File: config.mk
export PLATFORM = sky130hd
export DESIGN_NAME = hera_wb_sched
export DESIGN_NICKNAME = d
export VERILOG_FILES = /design/src/rtl/hera_wb_sched.sv
export SDC_FILE = /design/constraint.sdc
export NUM_CORES = 1
export LEC_CHECK = 0
export BUFFER_PORTS_ARGS = -buffer_cell sky130_fd_sc_hd__buf_2
export CAP_MARGIN = 20
export CORE_ASPECT_RATIO = 1.25
export CORE_MARGIN = 1.5
export CORE_UTILIZATION = 45
export CTS_CLUSTER_DIAMETER = 200
export DETAILED_ROUTE_END_ITERATION = 10
export GPL_ROUTABILITY_DRIVEN = 0
export PLACE_DENSITY_LB_ADDON = 0.3
export SYNTH_ARGS = -nofsm -noshare
export SYNTH_HDL_FRONTEND = slang
export SYNTH_SLANG_ARGS = --single-unit
File: constraint.sdc
create_clock -name clk -period 4.09 [get_ports clk]
set_input_delay 0.409 -clock clk [delete_from_list [all_inputs] [get_ports clk]]
set_output_delay 0.409 -clock clk [all_outputs]
set_load 0.005 [all_outputs]
File: src/rtl/hera_wb_sched.sv
`timescale 1ns/1ps
// hera_wb_sched: write-back scheduler for the single HERA register-file
// write port. Sources are exec results, in-order load returns and, when
// built with HERA_DBG_WR_EN, a debug host. Loads wait in an in-order
// queue and a 16-bit pending scoreboard drives the decode source hazard.
//
// Ports:
//   clk, rst (async, active-low)
//   ex_wr_en/ex_rd/ex_data          exec result
//   ld_req/ld_rd                    load issue (queue push)
//   ld_rsp_valid/ld_rsp_data        in-order memory return (queue fill)
//   rsa/rsb -> src_hazard           decode operand check (combinational)
//   ldq_full, pending               queue state (combinational)
//   err                             sticky protocol error
//   dbg_req/dbg_addr/dbg_data/dbg_gnt  debug write (grant combinational)
//   wr_en/wr_addr/wr_data/wr_src    registered register-file write
//
// Build option: define HERA_DBG_WR_EN to enable the debug port and its
// starvation counter; otherwise dbg_gnt is 0 and dbg_* are ignored.
module hera_wb_sched #(
    parameter int unsigned LDQ_DEPTH  = 4,
    parameter int unsigned DBG_STARVE = 8
) (
    input  logic        clk,
    input  logic        rst,
    input  logic        ex_wr_en,
    input  logic [3:0]  ex_rd,
    input  logic [15:0] ex_data,
    input  logic        ld_req,
    input  logic [3:0]  ld_rd,
    input  logic        ld_rsp_valid,
    input  logic [15:0] ld_rsp_data,
    input  logic [3:0]  rsa,
    input  logic [3:0]  rsb,
    output logic        src_hazard,
    output logic        ldq_full,
    output logic [15:0] pending,
    output logic        err,
    input  logic        dbg_req,
    input  logic [3:0]  dbg_addr,
    input  logic [15:0] dbg_data,
    output logic        dbg_gnt,
    output logic        wr_en,
    output logic [3:0]  wr_addr,
    output logic [15:0] wr_data,
    output logic [1:0]  wr_src
);

    localparam int unsigned AW = (LDQ_DEPTH > 2) ? $clog2(LDQ_DEPTH) : 1;
    localparam int unsigned CW = AW + 1;
    localparam logic [1:0]  SRC_EX  = 2'b00;
    localparam logic [1:0]  SRC_LD  = 2'b01;
    localparam logic [1:0]  SRC_DBG = 2'b10;

    logic [LDQ_DEPTH-1:0] q_valid;
    logic [LDQ_DEPTH-1:0] q_dvalid;
    logic [LDQ_DEPTH-1:0] q_kill;
    logic [3:0]           q_rd   [LDQ_DEPTH];
    logic [15:0]          q_data [LDQ_DEPTH];
    logic [AW-1:0]        head;
    logic [AW-1:0]        tail;
    logic [CW-1:0]        count;

    logic                 push;
    logic                 pop;
    logic                 head_rdy;
    logic                 fill_hit;
    logic [AW-1:0]        fill_idx;
    logic                 dbg_req_i;
    logic                 starve_hit;
    logic                 dbg_win;
    logic                 win_en;
    logic [3:0]           win_addr;
    logic [15:0]          win_data;
    logic [1:0]           win_src;

    // Debug request qualification and starvation counter
`ifdef HERA_DBG_WR_EN
    localparam int unsigned SW = $clog2(DBG_STARVE + 1);
    logic [SW-1:0] starve;

    assign dbg_req_i  = dbg_req;
    assign starve_hit = (starve >= SW'(DBG_STARVE));

    always_ff @(posedge clk or negedge rst) begin
        if (!rst) begin
            starve <= '0;
        end else if (!dbg_req || dbg_win) begin
            starve <= '0;
        end else if (!starve_hit) begin
            starve <= starve + SW'(1);
        end
    end
`else
    logic unused_dbg;

    assign dbg_req_i  = 1'b0;
    assign starve_hit = 1'b0;
    assign unused_dbg = ^{dbg_req, (DBG_STARVE != 0)};
`endif

    assign ldq_full = (count == CW'(LDQ_DEPTH));
    assign push     = ld_req && !ldq_full;
    assign head_rdy = q_valid[head] && q_dvalid[head];
    assign dbg_gnt  = dbg_win;

    // Scoreboard: live (non-killed) queued loads, r0 excluded
    always_comb begin
        pending = '0;
        for (int unsigned i = 0; i < LDQ_DEPTH; i++) begin
            if (q_valid[AW'(i)] && !q_kill[AW'(i)] && (q_rd[AW'(i)] != 4'd0)) begin
                pending[q_rd[AW'(i)]] = 1'b1;
            end
        end
    end

    assign src_hazard = ((rsa != 4'd0) && pending[rsa]) || ((rsb != 4'd0) && pending[rsb]);

    // Oldest occupied entry still waiting for its data
    always_comb begin
        fill_hit = 1'b0;
        fill_idx = head;
        for (int unsigned i = 0; i < LDQ_DEPTH; i++) begin
            if (!fill_hit && (CW'(i) < count) && !q_dvalid[head + AW'(i)]) begin
                fill_hit = 1'b1;
                fill_idx = head + AW'(i);
            end
        end
    end

    // Write-port arbitration; a killed head pops without using the port
    always_comb begin
        win_en   = 1'b0;
        win_addr = '0;
        win_data = '0;
        win_src  = SRC_EX;
        pop      = 1'b0;
        dbg_win  = 1'b0;
        if (ex_wr_en) begin
            win_en   = 1'b1;
            win_addr = ex_rd;
            win_data = ex_data;
            win_src  = SRC_EX;
        end else begin
            if (head_rdy && !(dbg_req_i && starve_hit)) begin
                pop = 1'b1;
                if (!q_kill[head]) begin
                    win_en   = 1'b1;
                    win_addr = q_rd[head];
                    win_data = q_data[head];
                    win_src  = SRC_LD;
                end
            end
            if (!win_en && dbg_req_i) begin
                dbg_win  = 1'b1;
                win_en   = 1'b1;
                win_addr = dbg_addr;
                win_data = dbg_data;
                win_src  = SRC_DBG;
            end
        end
    end

    // Load queue, error flag and registered write port
    always_ff @(posedge clk or negedge rst) begin
        if (!rst) begin
            q_valid  <= '0;
            q_dvalid <= '0;
            q_kill   <= '0;
            for (int unsigned i = 0; i < LDQ_DEPTH; i++) begin
                q_rd[AW'(i)]   <= '0;
                q_data[AW'(i)] <= '0;
            end
            head    <= '0;
            tail    <= '0;
            count   <= '0;
            err     <= 1'b0;
            wr_en   <= 1'b0;
            wr_addr <= '0;
            wr_data <= '0;
            wr_src  <= SRC_EX;
        end else begin
            // A younger exec write supersedes queued loads to the same rd
            if (ex_wr_en) begin
                for (int unsigned i = 0; i < LDQ_DEPTH; i++) begin
                    if (q_valid[AW'(i)] && (q_rd[AW'(i)] == ex_rd)) begin
                        q_kill[AW'(i)] <= 1'b1;
                    end
                end
            end
            if (ld_rsp_valid) begin
                if (fill_hit) begin
                    q_data[fill_idx]   <= ld_rsp_data;
                    q_dvalid[fill_idx] <= 1'b1;
                end else begin
                    err <= 1'b1;
                end
            end
            if (pop) begin
                q_valid[head] <= 1'b0;
                head          <= head + AW'(1);
            end
            if (push) begin
                q_valid[tail]  <= 1'b1;
                q_rd[tail]     <= ld_rd;
                q_dvalid[tail] <= 1'b0;
                q_kill[tail]   <= 1'b0;
                tail           <= tail + AW'(1);
            end
            if (ld_req && ldq_full) begin
                err <= 1'b1;
            end
            count <= count + CW'(push) - CW'(pop);

            wr_en <= win_en && (win_addr != 4'd0);
            if (win_en) begin
                wr_addr <= win_addr;
                wr_data <= win_data;
                wr_src  <= win_src;
            end
        end
    end

endmodule

# Yosys cells after proc, flatten, opt, wreduce, memory -nomap -nowiden
# Index checks and enable logic that the tools add are counted.
[word_totals]
in_bits = 74
word_cells = 210
ff_bits = 123
out_inout_bits = 43
[classes]
n_bitwise = 13
reduce_logical = 57
n_addsub = 6
muxes = 81
eq_ne = 6
magnitude_cmp = 28
[ops]
columns = ["cell", "count"]
rows = [
  ["16-bit two-way mux", 10],
  ["64-bit bitwise mux", 1],
  ["4-bit two-way mux", 13],
  ["16-bit bitwise OR", 3],
  ["1-bit logical AND", 34],
  ["1-bit two-way mux", 34],
  ["16-bit binary-select mux with 2-bit select", 1],
  ["16-bit demux with 2-bit select", 1],
  ["4-bit by 5-bit < comparator with 1-bit output (second input constant)", 6],
  ["4-bit nonzero test", 7],
  ["2-bit by 3-bit < comparator with 1-bit output (second input constant)", 6],
  ["16-bit bitwise mux", 1],
  ["1-bit demux with 4-bit select", 4],
  ["4-bit equality test", 4],
  ["4-bit by 1-bit greater-or-equal comparator with 1-bit output (second input constant)", 4],
  ["4-bit AND", 3],
  ["1-bit binary-select mux with 2-bit select", 6],
  ["1-bit zero test", 12],
  ["3-bit greater-or-equal comparator (second input constant)", 3],
  ["2-bit inverter with 3-bit output", 3],
  ["1-bit binary-select mux with 4-bit select", 2],
  ["4-bit binary-select mux with 2-bit select", 1],
  ["4-bit demux with 2-bit select", 1],
  ["4-bit inverter", 2],
  ["16 further kinds", 29],
]

# Logic depth before layout (Yosys ltp)
[depth]
word_depth = 26
depth_mapped = 13
mapped_depth_nobuf = 10

# Worst setup path before layout
# Ideal clock, no wire load.
[synth_path]
path_kind = "reg2reg"
startpoint = "reg head[0]"
endpoint = "reg q_data[1] (netlist name)"
stages_incl_launch_ff = 13
path_slack_ns = -0.001
t_arrival_ns = 3.966
period_less_slack_ns = 4.091
n_path_buf = 5
required_time_ns = 3.965
cell_sequence = "dfrtp_1 -> buf_6 -> buf_4 -> buf_1 -> inv_1 -> ha_1 -> mux4_2 -> or3b_1 -> buf_6 -> o22a_2 -> a211oi_4 -> buf_12 -> mux2_4"
[synth_via]
elab_chain_cells = 23
word_cells_on_any_way = 40
cone_classes = "3 x add/sub; 2 x order compare; 18 x mux; 1 x bitwise; 16 x reduce/logical"
[synth_lines]
columns = ["element", "line_no", "source"]
rows = [
  ["start: declaration", "60", "logic [AW-1:0] head;"],
  ["start signal: assignment", "201", "head <= head + AW'(1);"],
  ["1-bit binary-select mux with 2-bit select", "124", "if (!fill_hit && (CW'(i) < count) && !q_dvalid[head + AW'(i)]) begin"],
  ["1-bit two-way mux (implied by the code)", "124", ""],
  ["1-bit zero test", "124", ""],
  ["1-bit logical AND", "124", ""],
  ["1-bit two-way mux", "124", ""],
  ["1-bit zero test", "124", ""],
  ["1-bit logical AND (2 in series)", "124", ""],
  ["1-bit two-way mux", "124", ""],
  ["(+5 left out)", "--", ""],
  ["1-bit logical AND (2 in series)", "124", ""],
  ["2-bit two-way mux", "124", ""],
  ["2-bit inverter with 3-bit output (implied by the code)", "193", "q_data[fill_idx] <= ld_rsp_data;"],
  ["3-bit greater-or-equal comparator (implied by the code) / 3-bit by 1-bit < comparator with 1-bit output (equally long branches)", "193", ""],
  ["1-bit logical AND (implied by the code)", "193", ""],
  ["16-bit two-way mux (implied by the code)", "193", ""],
  ["16-bit demux with 2-bit select", "193", ""],
  ["64-bit bitwise mux", "193", ""],
  ["end signal: indexed assignment", "193", ""],
  ["end: declaration", "59", "logic [15:0] q_data [LDQ_DEPTH];"],
]
# Several ways; a longest one is shown, not always the timed one. The select of a mux whose other input is x is not followed.
# A chain may end at the register's enable or synchronous reset.

# Worst setup path after layout
[layout_path]
startpoint = "reg head[0]"
endpoint = "reg q_data[51] (netlist name)"
# Same word-level chain as after synthesis.

==> impl_metrics.py <==
metrics = {
    "timing": {
        "maxSlewViolCount": 0,
        "worst_pin_slew_ns": 0.920,
        "fmax_mhz": 299,
        "finalSetupTns_ns": 0,
        "setup_viol": 0,
        "rsz0062_at_grt": "no",
        "fin_crit_ns": 3.35,
        "finClkSkew_ns": 0.0108,
        "relSlewSlack_pct": 38.7,
        "hold_viol_final": 0,
        "fin_crit_sh_pct": 81.9,
    },
    "clock_network": {
        "clock-sinks": 122,
        "cts.path.max_buffers": 2,
        "root_buffer": "clkbuf_16",
        "cts-resized-gates": 0,
        "clk_pin_slew_ns": 0.06,
        "numCtsBuffers": 17,
        "cts_hold_buffers": 0,
        "clock_latency_ns": 0.42,
        "cts_tree": "yes",
        "post_cts_buffers": 0,
        "htree_levels": 4,
    },
    "cells_and_area": {
        "layout.nets": 749,
        "fin_util_pct": 53.9,
        "diodes": 0,
        "fillCellCount": 1309,
        "synthToLayoutAreaGrowth_pct": 16.6,
        "layout-drive-gt1-share_pct": 37.2,
    },
    "floorplan": {
        "core.rowCount": 50,
        "start_util_pct": 46.2,
        "fp.dieW_um": 114,
        "core_sq_um": 15000,
        "die_area_sq_um": 16200,
        "fp.dieH_um": 142,
        "io_pins": 117,
    },
    "placement": {
        "dp_hpwl_mm": 11.8,
        "io_buffers": 92,
    },
    "worst_setup_path": {
        "worst_path_largest_cell_delay_ns": 0.56,
        "crit_path_end_kind": "flip-flop",
        "critPathSlowestCell": "mux4_2",
        "cp.required_ns": 4.39,
        "start_kind": "flip-flop",
        "crit_path_max_fanout": 17,
        "arrival_ns": 3.65,
        "cp_cell_sequence": "inv_1 -> ha_1 -> mux4_2 -> or3b_1 -> a31o_1 -> a311oi_2 -> nand3b_4 -> mux2_2",
        "crit_family": "multiplexers",
        "path_buf_inv": 1,
        "worstSetupPathType": "reg -> reg",
    },
    "synth": {
        "synth_cell_types": 72,
        "ys_async_sr_fraction_pct": 100,
        "yosys_warnings": 0,
        "syn_avg_cell_area_sq_um": 12.2,
        "netlist.area_leader.share_pct": 44.0,
        "syn_inst": 570,
        "synth_seq_area_share_pct": 44.0,
        "netlist_area_sq_um": 6940,
        "synth_common_cells": "dfrtp_1 (122), nand2_1 (56), mux2_2 (53), o21ai_0 (29)",
        "ys_ff_latch": 122,
        "synth_edf_count": 0,
        "synth_area_leaders": "dfrtp_1 (44%), mux2_2 (8.6%), mux4_2 (8.4%)",
        "synth-main-ff-cell": "dfrtp_1",
        "yosysMostFrequentCell": "dfrtp_1",
        "synth_area_leader_cell": "dfrtp_1",
    },
    "routing": {
        "vias": 5087,
        "wl_per_cell_um": 19.3,
        "drt_iter0_drc": 338,
        "ant_nets": 0,
        "dr.pass1.iters": 7,
        "drcViolationCount": 0,
        "via_per_inst": 5.94,
        "drt_wl_total_mm": 16.6,
    },
    "power": {
        "p_sw_mw": 3.05,
        "max-vdd-ir-drop_v": 0.000423,
        "p_per_area_nw_per_um2": 970,
        "power_frac_seq_pct": 30.2,
        "combPwrFrac_pct": 51.3,
        "clkPwrFrac_pct": 18.5,
        "power.internal_mw": 4.80,
        "p_leak_nw": 3.68,
        "sw_frac_of_total_pct": 38.9,
    },
    "grt": {
        "grtUsageTotal_pct": 21.6,
        "grt_pass1_vias": 5351,
        "grt_pass1_wl_mm": 27.1,
        "antenna_found_initial": 1,
        "grt.overflow.total": 0,
        "grt_max_degree": 76,
    },
    "run": {
        "max-cap-violations": 0,
    },
    "hold_path": {
        "hold_class": "in -> async",
    },
    "run_status": {
        "run_status": "complete, no violations",
    },
}
[registers in the layout (all words and copies together) (netlist names)]
signal,count
err,1
tail,2
count,3
q_valid,4
wr_data,16
wr_en,1
q_rd,16
q_kill,4
wr_src,1
wr_addr,4
q_data,64
head,2
q_dvalid,4
[area by class of cell]
type | instances | area, sq um | area share [%]
flip-flops and latches | 122 | 3050 | 37.7
multi-input cells | 394 | 3610 | 44.6
clock buffers | 17 | 425 | 5.25
clock inverters | 15 | 154 | 1.90
repair buffers | 101 | 531 | 6.55
well taps | 182 | 228 | 2.81
inverters | 26 | 97.6 | 1.21
[stage by stage]
| stage | setup WS (ns) | total power [mW] | std cells | hold slack, ns | area (sq um) |
|---|---|---|---|---|---|
| CTS | 0.737 | 7.92 | 857 | 0.163 | 8100 |
| floorplan | 0.301 | 5.41 | 572 | 0.113 | 6950 |
| global placement | 0.800 | 6.24 | 825 | 0.457 | 7520 |
| detailed placement | 0.753 | 6.42 | 825 | 0.460 | 7520 |
| global route | 0.603 | 8.35 | 857 | 0.197 | 8100 |
| finish | 0.741 | 7.85 | 857 | 0.119 | 8100 |
[worst paths after layout]
kind                            depth (start not counted)  slack (ns)                      end                 from
worst min-delay path                                    1        0.12   q_data[33]$_DFFE_PN0P_                  rst
max in group asynchronous                               2        3.03      head[0]$_DFFE_PN0P_                  rst
worst min register to register                          2        0.47          err$_DFFE_PN0P_      err$_DFFE_PN0P_
min in group clk                                        3        0.20  wr_data[12]$_DFFE_PN0P_          ex_data[12]
worst max-delay path                                    8        0.74   q_data[51]$_DFFE_PN0P_  head[0]$_DFFE_PN0P_
worst max register to register                          8        0.74   q_data[51]$_DFFE_PN0P_  head[0]$_DFFE_PN0P_
[kinds of logic (layout without fill, tap and decap cells)]
kind of cell / after synthesis / after routing / synth area share, %
flip-flops: 122 / 122 / 44.0
AO/OA/AOI/OAI: 109 / 109 / 11.1
other: 1 / 3 / 0.0540
buffers and inverters: 56 / 159 / 4.16
multiplexers: 130 / 130 / 26.1
adder cells (fa/ha/maj): 13 / 13 / 2.45
AND/OR/NAND/NOR: 129 / 129 / 10.9
XOR/XNOR: 10 / 10 / 1.26
[cell usage in the layout (no fill, tap or decap), types with 6 or more instances in the layout]
| master | synthesis | final |
|---|---|---|
| a21oi_1 | 8 | 8 |
| a22oi_1 | 8 | 8 |
| buf_2 | 0 | 91 |
| buf_4 | 4 | 10 |
| clkbuf_16 | 0 | 17 |
| dfrtp_1 | 122 | 121 |
| ha_1 | 12 | 12 |
| inv_1 | 26 | 26 |
| inv_6 | 0 | 7 |
| mux2_1 | 10 | 10 |
| mux2_2 | 53 | 53 |
| mux2_4 | 18 | 18 |
| mux2i_1 | 22 | 22 |
| mux4_2 | 26 | 26 |
| nand2_1 | 56 | 56 |
| nand3_1 | 7 | 7 |
| nor2_1 | 7 | 7 |
| nor2b_1 | 7 | 7 |
| o21ai_0 | 29 | 29 |
| o22ai_1 | 17 | 17 |
| or2_2 | 6 | 6 |
| xnor2_1 | 6 | 6 |
[power groups by stage]
stage                     logic (mW)  registers [mW]  clock network (mW)
after floorplan                 3.22            2.19                   0
after global placement          3.92            2.32                   0
after detailed placement        4.04            2.38                   0
after CTS                       4.07            2.36                1.48
after global routing            4.37            2.45                1.54
final                           4.03            2.37                1.45
[layer usage]
layer	part of all wire [%]	track usage (%)	routed length (um)	vias up
met5	0	0	0	-
li1	-	-	-	2331
met2	52	37.8	8630	202
met1	40	25.5	6590	2510
met3	5.4	5.08	901	44
met4	2.8	8.62	461	0
(Power assumes the default switching activity.)
